### config.mk
export PLATFORM = sky130hd
export DESIGN_NAME = meas_hex_uart
export DESIGN_NICKNAME = d
export VERILOG_FILES = /design/src/rtl/meas_hex_uart.sv
export SDC_FILE = /design/constraint.sdc
export NUM_CORES = 1
export LEC_CHECK = 0
export BUFFER_PORTS_ARGS = -buffer_cell sky130_fd_sc_hd__buf_2
export CORE_MARGIN = 2
export CORE_UTILIZATION = 44
export CTS_CLUSTER_SIZE = 40
export DETAILED_ROUTE_END_ITERATION = 10
export SKIP_LAST_GASP = 1
export SYNTH_ARGS = -nofsm -noshare
export SYNTH_HDL_FRONTEND = slang
export SYNTH_SLANG_ARGS = --single-unit
### constraint.sdc
create_clock -name clk -period 6.02 [get_ports clk]
set_input_delay 1.204 -clock clk [delete_from_list [all_inputs] [get_ports clk]]
set_output_delay 1.204 -clock clk [all_outputs]
set_load 0.05 [all_outputs]
### src/rtl/meas_hex_uart.sv
// meas_hex_uart: turns one 40-bit measurement word into an ASCII hex line
// ("XXXXXXXXXX\r\n", MSB nibble first) and sends it as 8N1 serial data.
module meas_hex_uart #(
    parameter int CLK_FREQ = 100_000_000,
    parameter int BAUD     = 115200
) (
    input  logic        clk,
    input  logic        rst,
    input  logic [39:0] data,
    input  logic        data_valid,
    output logic        tx,
    output logic        busy
);

    localparam int CLKS_PER_BIT = CLK_FREQ / BAUD;
    localparam int CNT_W        = (CLKS_PER_BIT >= 2) ? $clog2(CLKS_PER_BIT) : 1;
    localparam logic [CNT_W-1:0] CNT_LAST = CNT_W'(CLKS_PER_BIT - 1);

    // A bit period shorter than two clocks cannot be counted by this datapath.
    if (CLKS_PER_BIT < 2) begin : g_baud_check
        $error("meas_hex_uart: CLK_FREQ / BAUD must be at least 2");
    end

    typedef enum logic [1:0] {
        ST_IDLE  = 2'd0,
        ST_START = 2'd1,
        ST_DATA  = 2'd2,
        ST_STOP  = 2'd3
    } state_t;

    // Uppercase ASCII for one hex nibble ('A' - 10 = 0x37).
    function automatic logic [7:0] hex_ascii(input logic [3:0] nib);
        logic [7:0] res;
        if (nib < 4'd10) begin
            res = 8'h30 + {4'h0, nib};
        end else begin
            res = 8'h37 + {4'h0, nib};
        end
        return res;
    endfunction

    // Byte for character slot idx; word holds the current nibble in [39:36].
    function automatic logic [7:0] char_byte(input logic [3:0] idx, input logic [39:0] word);
        logic [7:0] res;
        case (idx)
            4'd10:   res = 8'h0D;
            4'd11:   res = 8'h0A;
            default: res = hex_ascii(word[39:36]);
        endcase
        return res;
    endfunction

    state_t           state_r, state_s;
    logic [CNT_W-1:0] cnt_r, cnt_s;
    logic [2:0]       bit_r, bit_s;
    logic [3:0]       char_r, char_s;
    logic [39:0]      word_r, word_s;
    logic [7:0]       byte_r, byte_s;
    logic             tx_r, tx_s;
    logic             busy_r, busy_s;
    logic [39:0]      word_shift_s;

    assign word_shift_s = {word_r[35:0], 4'h0};
    assign tx           = tx_r;
    assign busy         = busy_r;

    // State, counters, holding registers and registered outputs.
    always_ff @(posedge clk or posedge rst) begin
        if (rst) begin
            state_r <= ST_IDLE;
            cnt_r   <= '0;
            bit_r   <= 3'd0;
            char_r  <= 4'd0;
            word_r  <= 40'h0;
            byte_r  <= 8'h00;
            tx_r    <= 1'b1;
            busy_r  <= 1'b0;
        end else begin
            state_r <= state_s;
            cnt_r   <= cnt_s;
            bit_r   <= bit_s;
            char_r  <= char_s;
            word_r  <= word_s;
            byte_r  <= byte_s;
            tx_r    <= tx_s;
            busy_r  <= busy_s;
        end
    end

    // Next-state logic; tx/busy are computed one cycle ahead so they leave registered.
    always_comb begin
        state_s = state_r;
        cnt_s   = cnt_r;
        bit_s   = bit_r;
        char_s  = char_r;
        word_s  = word_r;
        byte_s  = byte_r;
        tx_s    = tx_r;
        busy_s  = busy_r;
        case (state_r)
            ST_IDLE: begin
                tx_s   = 1'b1;
                busy_s = 1'b0;
                if (data_valid) begin
                    word_s  = data;
                    char_s  = 4'd0;
                    byte_s  = char_byte(4'd0, data);
                    cnt_s   = '0;
                    bit_s   = 3'd0;
                    tx_s    = 1'b0;
                    busy_s  = 1'b1;
                    state_s = ST_START;
                end else begin
                    state_s = ST_IDLE;
                end
            end
            ST_START: begin
                if (cnt_r == CNT_LAST) begin
                    cnt_s   = '0;
                    bit_s   = 3'd0;
                    tx_s    = byte_r[0];
                    state_s = ST_DATA;
                end else begin
                    cnt_s = cnt_r + 1'b1;
                end
            end
            ST_DATA: begin
                if (cnt_r == CNT_LAST) begin
                    cnt_s = '0;
                    if (bit_r == 3'd7) begin
                        tx_s    = 1'b1;
                        state_s = ST_STOP;
                    end else begin
                        // Byte shifts right so the next data bit is always at [1].
                        bit_s  = bit_r + 3'd1;
                        tx_s   = byte_r[1];
                        byte_s = {1'b0, byte_r[7:1]};
                    end
                end else begin
                    cnt_s = cnt_r + 1'b1;
                end
            end
            ST_STOP: begin
                if (cnt_r == CNT_LAST) begin
                    cnt_s = '0;
                    if (char_r == 4'd11) begin
                        char_s  = 4'd0;
                        tx_s    = 1'b1;
                        busy_s  = 1'b0;
                        state_s = ST_IDLE;
                    end else begin
                        // No idle gap: the next start bit begins right after this stop bit.
                        char_s  = char_r + 4'd1;
                        word_s  = word_shift_s;
                        byte_s  = char_byte(char_r + 4'd1, word_shift_s);
                        tx_s    = 1'b0;
                        state_s = ST_START;
                    end
                end else begin
                    cnt_s = cnt_r + 1'b1;
                end
            end
            default: begin
                state_s = ST_IDLE;
                cnt_s   = '0;
                bit_s   = 3'd0;
                char_s  = 4'd0;
                tx_s    = 1'b1;
                busy_s  = 1'b0;
            end
        endcase
    end

endmodule

# == After elaboration in Yosys (flattened, before gate mapping) ==
# Cells that the tools add are included.
# op_classes
n_addsub,7
n_mul,0
n_div,0
n_lt_le_gt_ge,2
n_eq_ne,16
n_shift,0
muxes,43
n_bitwise,0
n_reduce_logical,12
# op_table
op,count
36-bit 2-to-1 mux,3
36-bit one-hot mux with 2 select lines,1
8-bit 2-to-1 mux,5
"6-bit by 4-bit adder with 7-bit output, first input constant",4
8-bit one-hot mux with 3 select lines,1
10-bit 2-to-1 mux,2
10-bit one-hot mux with 2 select lines,1
"2-bit inequality test, second input constant",8
7-bit 2-to-1 mux,2
7-bit one-hot mux with 2 select lines,1
"4-bit equality test, second input constant",3
3-bit 2-to-1 mux,4
4-bit 2-to-1 mux,3
1-bit 2-to-1 mux,11
"10-bit by 1-bit adder with 10-bit output, second input constant",1
"10-bit equality test, second input constant",1
3-bit one-hot mux with 3 select lines,1
3-bit AND reduction,3
"4-bit < comparator, second input constant",2
2-bit 2-to-1 mux,4
2-bit one-hot mux with 4 select lines,1
4-bit one-hot mux with 2 select lines,1
4-bit AND reduction,2
6-bit AND reduction,1
other kinds (12),14
# word_totals
reg_bits,65
latchBits,0
mem_bits_rw,0
mem_bits_ro,0
in_bits,43
out_inout_bits,2
mem_count,0

# == Longest topological paths before layout ==
# Gate-level depths: netlist of run 1.
# depth
word_depth,6
mapped_depth,8
ltp_nobuf,6

# == Least setup slack after synthesis of run 1 ==
# No wires, ideal clock.
# synth_path
path_kind,in2reg
start,input data_valid
end,register word_r[11]
setup_ns,0.127
arrival_ns,2.341
setup_slack_ns,3.552
stages,6
n_path_buf,3
cell_sequence,or2b_1 clkbuf_1 nand3b_1 buf_2 buf_6 mux2_1
# synth_between
elab_chain_len,2
# synth_lines
element,line,text
from (decl),10,"input logic data_valid,"
2-bit inequality test (no source line),n/a,
4-bit AND reduction (no source line),n/a,
to (signal assigned),83,word_r <= word_s;
to (decl),57,"logic [39:0] word_r, word_s;"
# No other way between the ends.
# A chain may end at the register's enable or synchronous reset.

# == Worst setup path in the final report of run 1 ==
# layout_path
start,register state_r[0]
end,register word_r[26]
# layout_between
elab_chain_len,3
# layout_lines
element,line,text
from (decl),53,"state_t state_r, state_s;"
from (signal assigned),79,state_r <= state_s;
2-bit equality test / 2-bit zero test (equally long branches),100,case (state_r)
2-bit inequality test (no source line) / 2-bit nonzero test (equally long branches),n/a,
4-bit AND reduction (no source line),n/a,
# Several ways; a longest one is shown, not always the timed one.

==> flow_metrics.py, run 1 <==
metrics = {
    "yosys": {
        "synth_area_leader_cell": "dfrtp_1",
        "netlist_instances": 335,
        "synthesis.area_um2": 3742,
        "yosys_warnings": 0,
        "synth_seq_cells": 64,
        "synth.top_cell.area_share_pct": 42.13,
        "synth_ff_type": "dfrtp_1",
        "synth-seq-area-share_pct": 42.83,
        "synth.distinct_cells": 55,
        "synth_edf_count": 0,
        "syn_nets": 391,
        "yosysMostFrequentCell": "dfrtp_1",
        "synthTopCellsByCount": "dfrtp_1 (63), mux2_2 (32), mux2_1 (30)",
        "synth_area_leaders": "dfrtp_1 (42%), mux2_2 (9.6%), mux2_1 (9.0%)",
        "synthArstFlopShare_pct": 100.0,
        "syn_area_per_cell_um2": 11.17,
    },
    "cells_and_area": {
        "drive_above_1_share_pct": 29.06,
        "final_cells": 487,
        "antennaDiodeCount": 0,
        "fillers": 765,
        "nets": 433,
        "syn2layout_area_growth_pct": 12.14,
    },
    "sta": {
        "finalCritPeriodShare_pct": 40.67,
        "worst_pin_slew_ns": 0.8155,
        "slew_violations": 0,
        "rsz0062_at_grt": "no",
        "fin_setup_tns_ns": 0,
        "setup_viol": 0,
        "slew_headroom_pct": 45.63,
        "period_minus_slack_ns": 2.448,
        "hold_viol": 0,
        "fmax_ghz": 0.4085,
        "whs_ns": 0.4890,
        "finalClockSkew_ns": 0.008088,
    },
    "route": {
        "routedWlPerCell_um": 15.25,
        "drt-vias-per-instance": 5.491,
        "antenna_left": 0,
        "drtIter0Drc": 188,
        "drc_errors": 0,
        "dr.pass1.iters": 4,
        "vias": 2674,
        "drt_wl_total_um": 7428,
    },
    "clock_tree": {
        "cts_buffers": 9,
        "worstSkewPairLatency_ns": 0.34,
        "cts.sinks": 64,
        "cts_max_level": 3,
        "cts_setup_buffers": 0,
        "cts_hold_buf": 0,
        "cts.clk_slew.worst_paths_ns": 0.07,
        "cts_tree": "yes",
        "clockBufferDepth": 2,
        "cts_root_buf": "clkbuf_8",
        "cts_resized": 0,
    },
    "power": {
        "powerDensity_nw_per_um2": 483.7,
        "ir_drop_uv": 190.9,
        "p_leak_nw": 1.833,
    },
    "grt": {
        "grt_pass1_wl_um": 12900,
        "grt_pass1_vias": 2696,
        "antenna_found_initial": 0,
        "grtUsageTotal_pct": 17.97,
        "grt_max_degree": 65,
        "globalRouteOverflowTotal": 0,
    },
    "die": {
        "ios": 45,
        "num_rows": 33,
        "die_w_um": 96.23,
        "coreArea_um2": 8217,
        "die_area_um2": 9259,
        "fp.dieH_um": 96.23,
        "initial_core_util_pct": 45.55,
    },
    "placement": {
        "numPortBuffers": 44,
        "gp_congestion": 0.7274,
        "dp_hpwl_um": 5229,
        "dp.cells": 471,
    },
    "run": {
        "max_cap_violations": 0,
    },
    "setup_path": {
        "cp_top_family": "adder cells",
        "arrival_ns": 2.67,
        "timing_worst_setup_path_type": "reg -> reg",
        "crit_path_start_kind": "flop",
        "crit_fanout": 36,
        "end_kind": "flop",
        "cp.required_ns": 6.25,
        "worst-path-buf-inv": 1,
        "slowest_stage": "ha_2",
        "max_stage_delay_ns": 0.56,
        "crit_chain": "ha_2 -> nor4b_1 -> a31o_2 -> nand3b_1 -> buf_4 -> mux2_1",
    },
    "worst_hold_path": {
        "hp-class": "reg -> reg",
    },
    "run_status": {
        "outcome": "finished clean",
    },
}
final cells by class:
type,instances,area (um^2),share of cell area [%]
Clock buffer,11,141.4,3.369
Tap cell,105,131.4,3.131
Inverter,15,56.30,1.342
Timing Repair Buffer,47,242.7,5.784
Clock inverter,5,32.53,0.7752
Multi-Input combinational cell,240,1989,47.41
Sequential cell,64,1603,38.19
routing by layer:
metal	routed length, um	track usage [%]	vias up
met4	61	5.357	0
met3	335	4.072	7
met5	0	0	-
met1	3617	25.09	1285
li1	-	-	1326
met2	3415	27.89	56
power breakdown:
group          internal [W]  switching (W)  leakage, nW  total (W)
combinational      0.000469       0.000484        0.966   0.000953
sequential         0.000621       0.000123        0.786   0.000744
clock              0.000159       0.000173       0.0813   0.000332
total               0.00125       0.000780         1.83    0.00203
flip-flops by register name, indices dropped and copies added (netlist names):
name	count
bit_r	3
busy	1
byte_r	7
char_r	4
cnt_r	10
state_r	2
tx	1
word_r	36
cells in the final DEF (no fill, tap or decap), types with 3 or more instances in the layout:
cell | Yosys | routed
dfrtp_1 | 63 | 63
buf_2 | 5 | 44
mux2_2 | 32 | 32
mux2_1 | 30 | 30
a21oi_1 | 17 | 17
nand2_1 | 17 | 17
inv_1 | 15 | 14
o21ai_0 | 13 | 13
ha_1 | 13 | 12
mux2i_1 | 11 | 11
clkbuf_8 | 0 | 10
nor2_1 | 9 | 9
nand3_1 | 8 | 8
o211ai_1 | 6 | 6
a22oi_1 | 6 | 6
and2_1 | 5 | 5
a31oi_1 | 5 | 5
a22o_1 | 5 | 5
nor2b_1 | 4 | 4
o2111ai_1 | 4 | 4
or2_2 | 4 | 4
or3_1 | 4 | 4
xnor2_1 | 3 | 3
a41oi_1 | 3 | 3
nand4_1 | 3 | 3
xor2_1 | 3 | 3
clkinvlp_4 | 0 | 3
buf_4 | 0 | 3
worst paths after layout:
path	end	slack [ns]	cells after the start	from
worst min register to register	word_r[31]$_DFFE_PP0P_	0.49	1	word_r[31]$_DFFE_PP0P_
min in group asynchronous	cnt_r[2]$_DFFE_PP0N_	1.08	3	rst
worst min-delay path	word_r[31]$_DFFE_PP0P_	0.49	1	word_r[31]$_DFFE_PP0P_
worst max-delay path	word_r[26]$_DFFE_PP0P_	3.57	6	state_r[0]$_DFFE_PP0P_
worst max register to register	word_r[26]$_DFFE_PP0P_	3.57	6	state_r[0]$_DFFE_PP0P_
max in group asynchronous	word_r[35]$_DFFE_PP0P_	4.39	3	rst
cells by family after synthesis:
group | share of synthesized area (%)
AOI/OAI and AO/OA | 14.21
and+or+nand+nor | 11.53
xor gates and xnor gates | 1.404
adders and majority gates | 4.346
muxes | 21.60
DFF | 42.83
buffers and inverters | 4.079
through the flow:
stage | cell area, um^2 | setup WS (ns) | power (W) | util [%]
after global placement | 4023 | 3.305 | 0.001691 | 48.96
after global routing | 4197 | 3.405 | 0.002202 | 51.07
after detailed placement | 4023 | 3.277 | 0.001715 | 48.96
after floorplan | 3742 | 3.220 | 0.001533 | -
after CTS | 4197 | 3.568 | 0.002056 | 51.07
final | 4197 | 3.572 | 0.002030 | 51.07
(Power assumes the default switching activity.)
==> inputs of run 2 (changes only) <==
Settings changed: PLACE_DENSITY set to 0.66.
Clock period 6.02 ns to 2.1 ns, I/O delays scaled along.
==> run 2 against run 1 <==
Effect of this change: via count grew 5.7%; hold slack worse by 0.35 ns; die area did not move; fmax up 21%; register-to-register slack got worse by 3.5 ns; total power rose to 3.2 times the previous value.
==> flow_metrics.py, run 2 (synthesis results as in run 1) <==
metrics = {
    "run_status": {
        "outcome": "finished clean",
    },
    "placement": {
        "post-place-ws_ns": 0.05735,
        "gp_congestion": 0.7975,
        "numPortBuffers": 44,
        "dp_hpwl_um": 5264,
        "placed_cell_area_um2": 4145,
        "dp.cells": 484,
    },
    "setup_path": {
        "cp_top_family": "simple AND/OR/NAND/NOR gates",
        "timing_worst_setup_path_type": "reg -> reg",
        "worst-path-buf-inv": 2,
        "crit_chain": "ha_2 -> and4b_2 -> a31o_4 -> nand3b_1 -> clkbuf_16 -> buf_6 -> mux2_1",
        "crit_path_start_kind": "flop",
        "arrival_ns": 2.25,
        "cp.required_ns": 2.32,
        "crit_fanout": 9,
        "slowest_stage": "dfrtp_1",
        "end_kind": "flop",
        "max_stage_delay_ns": 0.40,
    },
    "sta": {
        "fin_ws_ns": 0.07494,
        "worst_pin_slew_ns": 0.4609,
        "slew_violations": 0,
        "fmax_ghz": 0.4938,
        "slew_headroom_pct": 69.07,
        "hold_viol": 0,
        "finalClockSkew_ns": 0.005985,
        "setup_viol": 0,
        "finalCritPeriodShare_pct": 96.43,
        "period_minus_slack_ns": 2.025,
        "whs_ns": 0.1404,
    },
    "clock_tree": {
        "cts_tree": "yes",
        "cts_max_level": 3,
        "cts_hold_buf": 0,
        "cts.sinks": 64,
        "cts.clk_slew.worst_paths_ns": 0.07,
        "worstSkewPairLatency_ns": 0.34,
        "cts_root_buf": "clkbuf_8",
        "clockBufferDepth": 2,
        "cts_buffers": 9,
    },
    "grt": {
        "grt_pass1_wl_um": 12790,
        "antenna_found_initial": 0,
        "globalRouteOverflowTotal": 0,
        "grt_pass1_vias": 2800,
        "grtUsageTotal_pct": 17.78,
        "grt_max_degree": 65,
    },
    "die": {
        "num_rows": 33,
        "initial_core_util_pct": 45.55,
        "coreArea_um2": 8217,
        "fp.dieH_um": 96.23,
        "ios": 45,
        "die_area_um2": 9259,
        "die_w_um": 96.23,
    },
    "route": {
        "drt_wl_total_um": 7830,
        "routedWlPerCell_um": 15.20,
        "drc_errors": 0,
        "drtIter0Drc": 113,
        "antenna_left": 0,
        "vias": 2826,
        "drt-vias-per-instance": 5.487,
        "dr.pass1.iters": 5,
    },
    "run": {
        "max_cap_violations": 0,
    },
    "cells_and_area": {
        "layout_common_cells": "dfrtp_1 (61), buf_2 (44), mux2_2 (32), mux2_1 (30), buf_4 (22)",
        "final_cells": 515,
        "fillers": 727,
        "largest_register_ffs": 36,
        "top_register": "word_r",
        "final_area_um2": 4586,
        "nets": 461,
        "reg_top3": "word_r: 36 flops, cnt_r: 10 flops, byte_r: 7 flops",
        "post-route-util_pct": 55.81,
        "antennaDiodeCount": 0,
        "final_common_cell": "dfrtp_1",
        "syn2layout_area_growth_pct": 22.53,
        "drive_above_1_share_pct": 36.59,
    },
    "power": {
        "combPwrFrac_pct": 51.1,
        "swShare_pct": 36.30,
        "p_leak_nw": 2.030,
        "p_switching_w": 0.002382,
        "internal_power_w": 0.004181,
        "ir_drop_uv": 708.4,
        "powerDensity_nw_per_um2": 1431,
        "clkPwrFrac_pct": 16.1,
        "seqPwrFrac_pct": 32.7,
    },
    "worst_hold_path": {
        "hp-class": "in -> async",
    },
}
## run 2: layer usage
| layer | GRT usage, % | wire (um) | up-vias |
|---|---|---|---|
| met5 | 0 | 0 | - |
| met4 | 6.429 | 111 | 0 |
| met3 | 5.403 | 412 | 12 |
| met2 | 27.89 | 3677 | 69 |
| met1 | 23.22 | 3629 | 1364 |
| li1 | - | - | 1381 |
## run 2: power groups by stage
stage | clock network, W | registers [W] | logic [W]
final | 0.00106 | 0.00215 | 0.00336
after global routing | 0.00116 | 0.00222 | 0.00367
after CTS | 0.00109 | 0.00213 | 0.00294
after detailed placement | 0 | 0.00215 | 0.00293
after global placement | 0 | 0.00213 | 0.00286
after floorplan | 0 | 0.00210 | 0.00229
## run 2: repair_timing
item,CTS,global route
resized for setup,0,19
endpoints found under the setup margin,0,36
setup buffers,0,12
## run 2: metrics by stage
| stage | setup TNS, ns | total power, W |
|---|---|---|
| floorplan | 0 | 0.004394 |
| global placement | 0 | 0.004995 |
| detailed placement | 0 | 0.005084 |
| CTS | 0 | 0.006165 |
| global route | -0.002320 | 0.007050 |
| finish | 0 | 0.006564 |
## run 2: worst register-to-register path, delay by kind of cell (launching register included)
| kind | cells | cell delay (ns) |
|---|---|---|
| flops | 1 | 0.40 |
| fa+ha+maj | 1 | 0.18 |
| compound gates | 1 | 0.25 |
| buf+inv | 2 | 0.33 |
| mux | 1 | 0.32 |
| simple gates | 2 | 0.44 |
## run 2: final timing paths
| kind | from | to | slack (ns) | cells past startpoint |
|---|---|---|---|---|
| min | rst | word_r[0]$_DFFE_PP0P_ | 0.14 | 3 |
| min reg2reg | word_r[26]$_DFFE_PP0P_ | word_r[26]$_DFFE_PP0P_ | 0.49 | 1 |
| max reg2reg | cnt_r[0]$_DFFE_PP0N_ | word_r[9]$_DFFE_PP0P_ | 0.07 | 7 |
| max | cnt_r[0]$_DFFE_PP0N_ | word_r[9]$_DFFE_PP0P_ | 0.07 | 7 |
| max in group asynchronous | rst | tx$_DFFE_PP1P_ | 1.66 | 3 |
| min in group clk | data[1] | word_r[1]$_DFFE_PP0P_ | 0.30 | 2 |
## run 2: final cells by class
class / count / area (um^2) / area share, %
flip-flops and latches: 64 / 1605 / 35.01
multi-input cells: 240 / 2054 / 44.80
repair buffers: 75 / 540.5 / 11.79
clock inverters: 5 / 56.30 / 1.228
clock buffers: 11 / 141.4 / 3.083
well taps: 105 / 131.4 / 2.865
inverters: 15 / 56.30 / 1.228
==> inputs of run 3 (changes only) <==
Settings changed: CORE_ASPECT_RATIO set to 2.
==> run 3 against run 2 <==
Effect of this change: design area decreased by 2.2%; clock skew about the same; sequential power about the same; non-clock buffer count decreased by 7; final cell count decreased by 2.7%; largest cell class unchanged; highest routed layer unchanged.
==> flow_metrics.py, run 3 (synthesis results as in run 1) <==
metrics = {
    "cells_and_area": {
        "layout_common_cells": "dfrtp_1 (62), buf_2 (44), mux2_2 (32), mux2_1 (30), buf_4 (22)",
        "final_common_cell": "dfrtp_1",
        "antennaDiodeCount": 0,
        "reg_top3": "word_r: 36 flops, cnt_r: 10 flops, byte_r: 7 flops",
        "largest_register_ffs": 36,
        "top_register": "word_r",
        "nets": 454,
        "fillers": 742,
        "drive_above_1_share_pct": 33.75,
        "syn2layout_area_growth_pct": 19.83,
    },
    "clock_tree": {
        "worstSkewPairLatency_ns": 0.33,
        "cts_tree": "yes",
        "cts.sinks": 64,
        "cts_hold_buf": 0,
        "cts_max_level": 3,
        "cts_buffers": 9,
        "cts.clk_slew.worst_paths_ns": 0.05,
        "cts_root_buf": "clkbuf_16",
        "cts_setup_buffers": 0,
        "cts_resized": 0,
        "clockBufferDepth": 2,
    },
    "sta": {
        "fin_ws_ns": 0.09554,
        "finalCritPeriodShare_pct": 95.45,
        "fmax_ghz": 0.4989,
        "slew_violations": 0,
        "slew_headroom_pct": 67.19,
        "period_minus_slack_ns": 2.004,
        "rsz0062_at_grt": "yes",
        "worst_pin_slew_ns": 0.4889,
        "setup_viol": 0,
        "hold_viol": 0,
        "whs_ns": 0.1465,
        "finalClockSkew_ns": 0.005984,
    },
    "route": {
        "drt_wl_total_um": 8061,
        "routedWlPerCell_um": 16.09,
        "drc_errors": 0,
        "dr.pass1.iters": 4,
        "drt-vias-per-instance": 5.621,
        "drtIter0Drc": 61,
        "antenna_left": 0,
        "vias": 2816,
    },
    "placement": {
        "post-place-ws_ns": 0.08993,
        "dp_hpwl_um": 5959,
        "numPortBuffers": 44,
        "gp_congestion": 0.8346,
    },
    "grt": {
        "grt_pass1_vias": 2972,
        "antenna_found_initial": 0,
        "grt_max_degree": 65,
        "globalRouteOverflowTotal": 0,
        "grt_pass1_wl_um": 13760,
        "grtUsageTotal_pct": 18.61,
    },
    "die": {
        "die_w_um": 69.21,
        "num_rows": 47,
        "coreArea_um2": 8292,
        "fp.dieH_um": 134.4,
        "initial_core_util_pct": 45.13,
        "die_area_um2": 9304,
        "ios": 45,
    },
    "setup_path": {
        "crit_fanout": 5,
        "timing_worst_setup_path_type": "reg -> reg",
        "cp.required_ns": 2.36,
        "end_kind": "flop",
        "arrival_ns": 2.26,
        "crit_path_start_kind": "flop",
    },
    "power": {
        "powerDensity_nw_per_um2": 1469,
        "ir_drop_uv": 749.1,
        "p_leak_nw": 1.998,
    },
    "run": {
        "max_cap_violations": 0,
    },
    "worst_hold_path": {
        "hp-class": "in -> async",
    },
    "run_status": {
        "outcome": "finished clean",
    },
}
## run 3: power breakdown
part	switching [W]	leakage [nW]	internal, W	total [W]
clock network	0.000542	0.134	0.000820	0.00136
registers	0.000352	0.785	0.00179	0.00214
logic	0.00148	1.08	0.00160	0.00309
total	0.00238	2.00	0.00421	0.00659
## run 3: layer usage
metal	up-vias	share of wire, %	GRT usage, %
li1	1368	-	-
met1	1380	39	20.04
met2	53	56	34.24
met3	15	3.0	3.381
met4	0	2.6	9.259
met5	-	0	0
## run 3: layout make-up
type	count	area (um^2)	area share, %
clock buffers	10	239.0	5.329
inverters	15	56.30	1.256
multi-input cells	240	2002	44.64
well taps	98	122.6	2.734
clock inverters	6	35.03	0.7813
flip-flops and latches	64	1604	35.77
repair buffers	68	425.4	9.487
## run 3: worst paths after layout
check | from | slack, ns | depth (start not counted) | end
worst max-delay path | state_r[1]$_DFFE_PP0P_ | 0.1 | 6 | cnt_r[9]$_DFFE_PP0N_
worst min-delay path | rst | 0.15 | 3 | word_r[14]$_DFFE_PP0P_
worst max register to register | state_r[1]$_DFFE_PP0P_ | 0.1 | 6 | cnt_r[9]$_DFFE_PP0N_
worst min register to register | word_r[13]$_DFFE_PP0P_ | 0.48 | 1 | word_r[13]$_DFFE_PP0P_
max in group asynchronous | rst | 1.63 | 3 | tx$_DFFE_PP1P_
min in group clk | data[1] | 0.30 | 2 | word_r[1]$_DFFE_PP0P_
## run 3: stage by stage
stage | power [W] | instances | TNS [ns] | util, % | cell area, um^2
finish | 0.006589 | 501 | 0 | 54.08 | 4484
global route | 0.007094 | 501 | -0.0009162 | 54.08 | 4484
CTS | 0.006646 | 501 | 0 | 53.92 | 4471
detailed placement | 0.005251 | 485 | 0 | 50.61 | 4197
global placement | 0.005158 | 485 | 0 | 50.61 | 4197
floorplan | 0.004394 | 335 | 0 | - | 3742
## run 3: critical path: stages (launching register included)
cell and delay [ns]:
dfrtp_1 0.42, inv_1 0.11, ha_2 0.20, nor2b_4 0.13, or4b_4 0.57, or3_1 0.36
a21oi_1 0.15
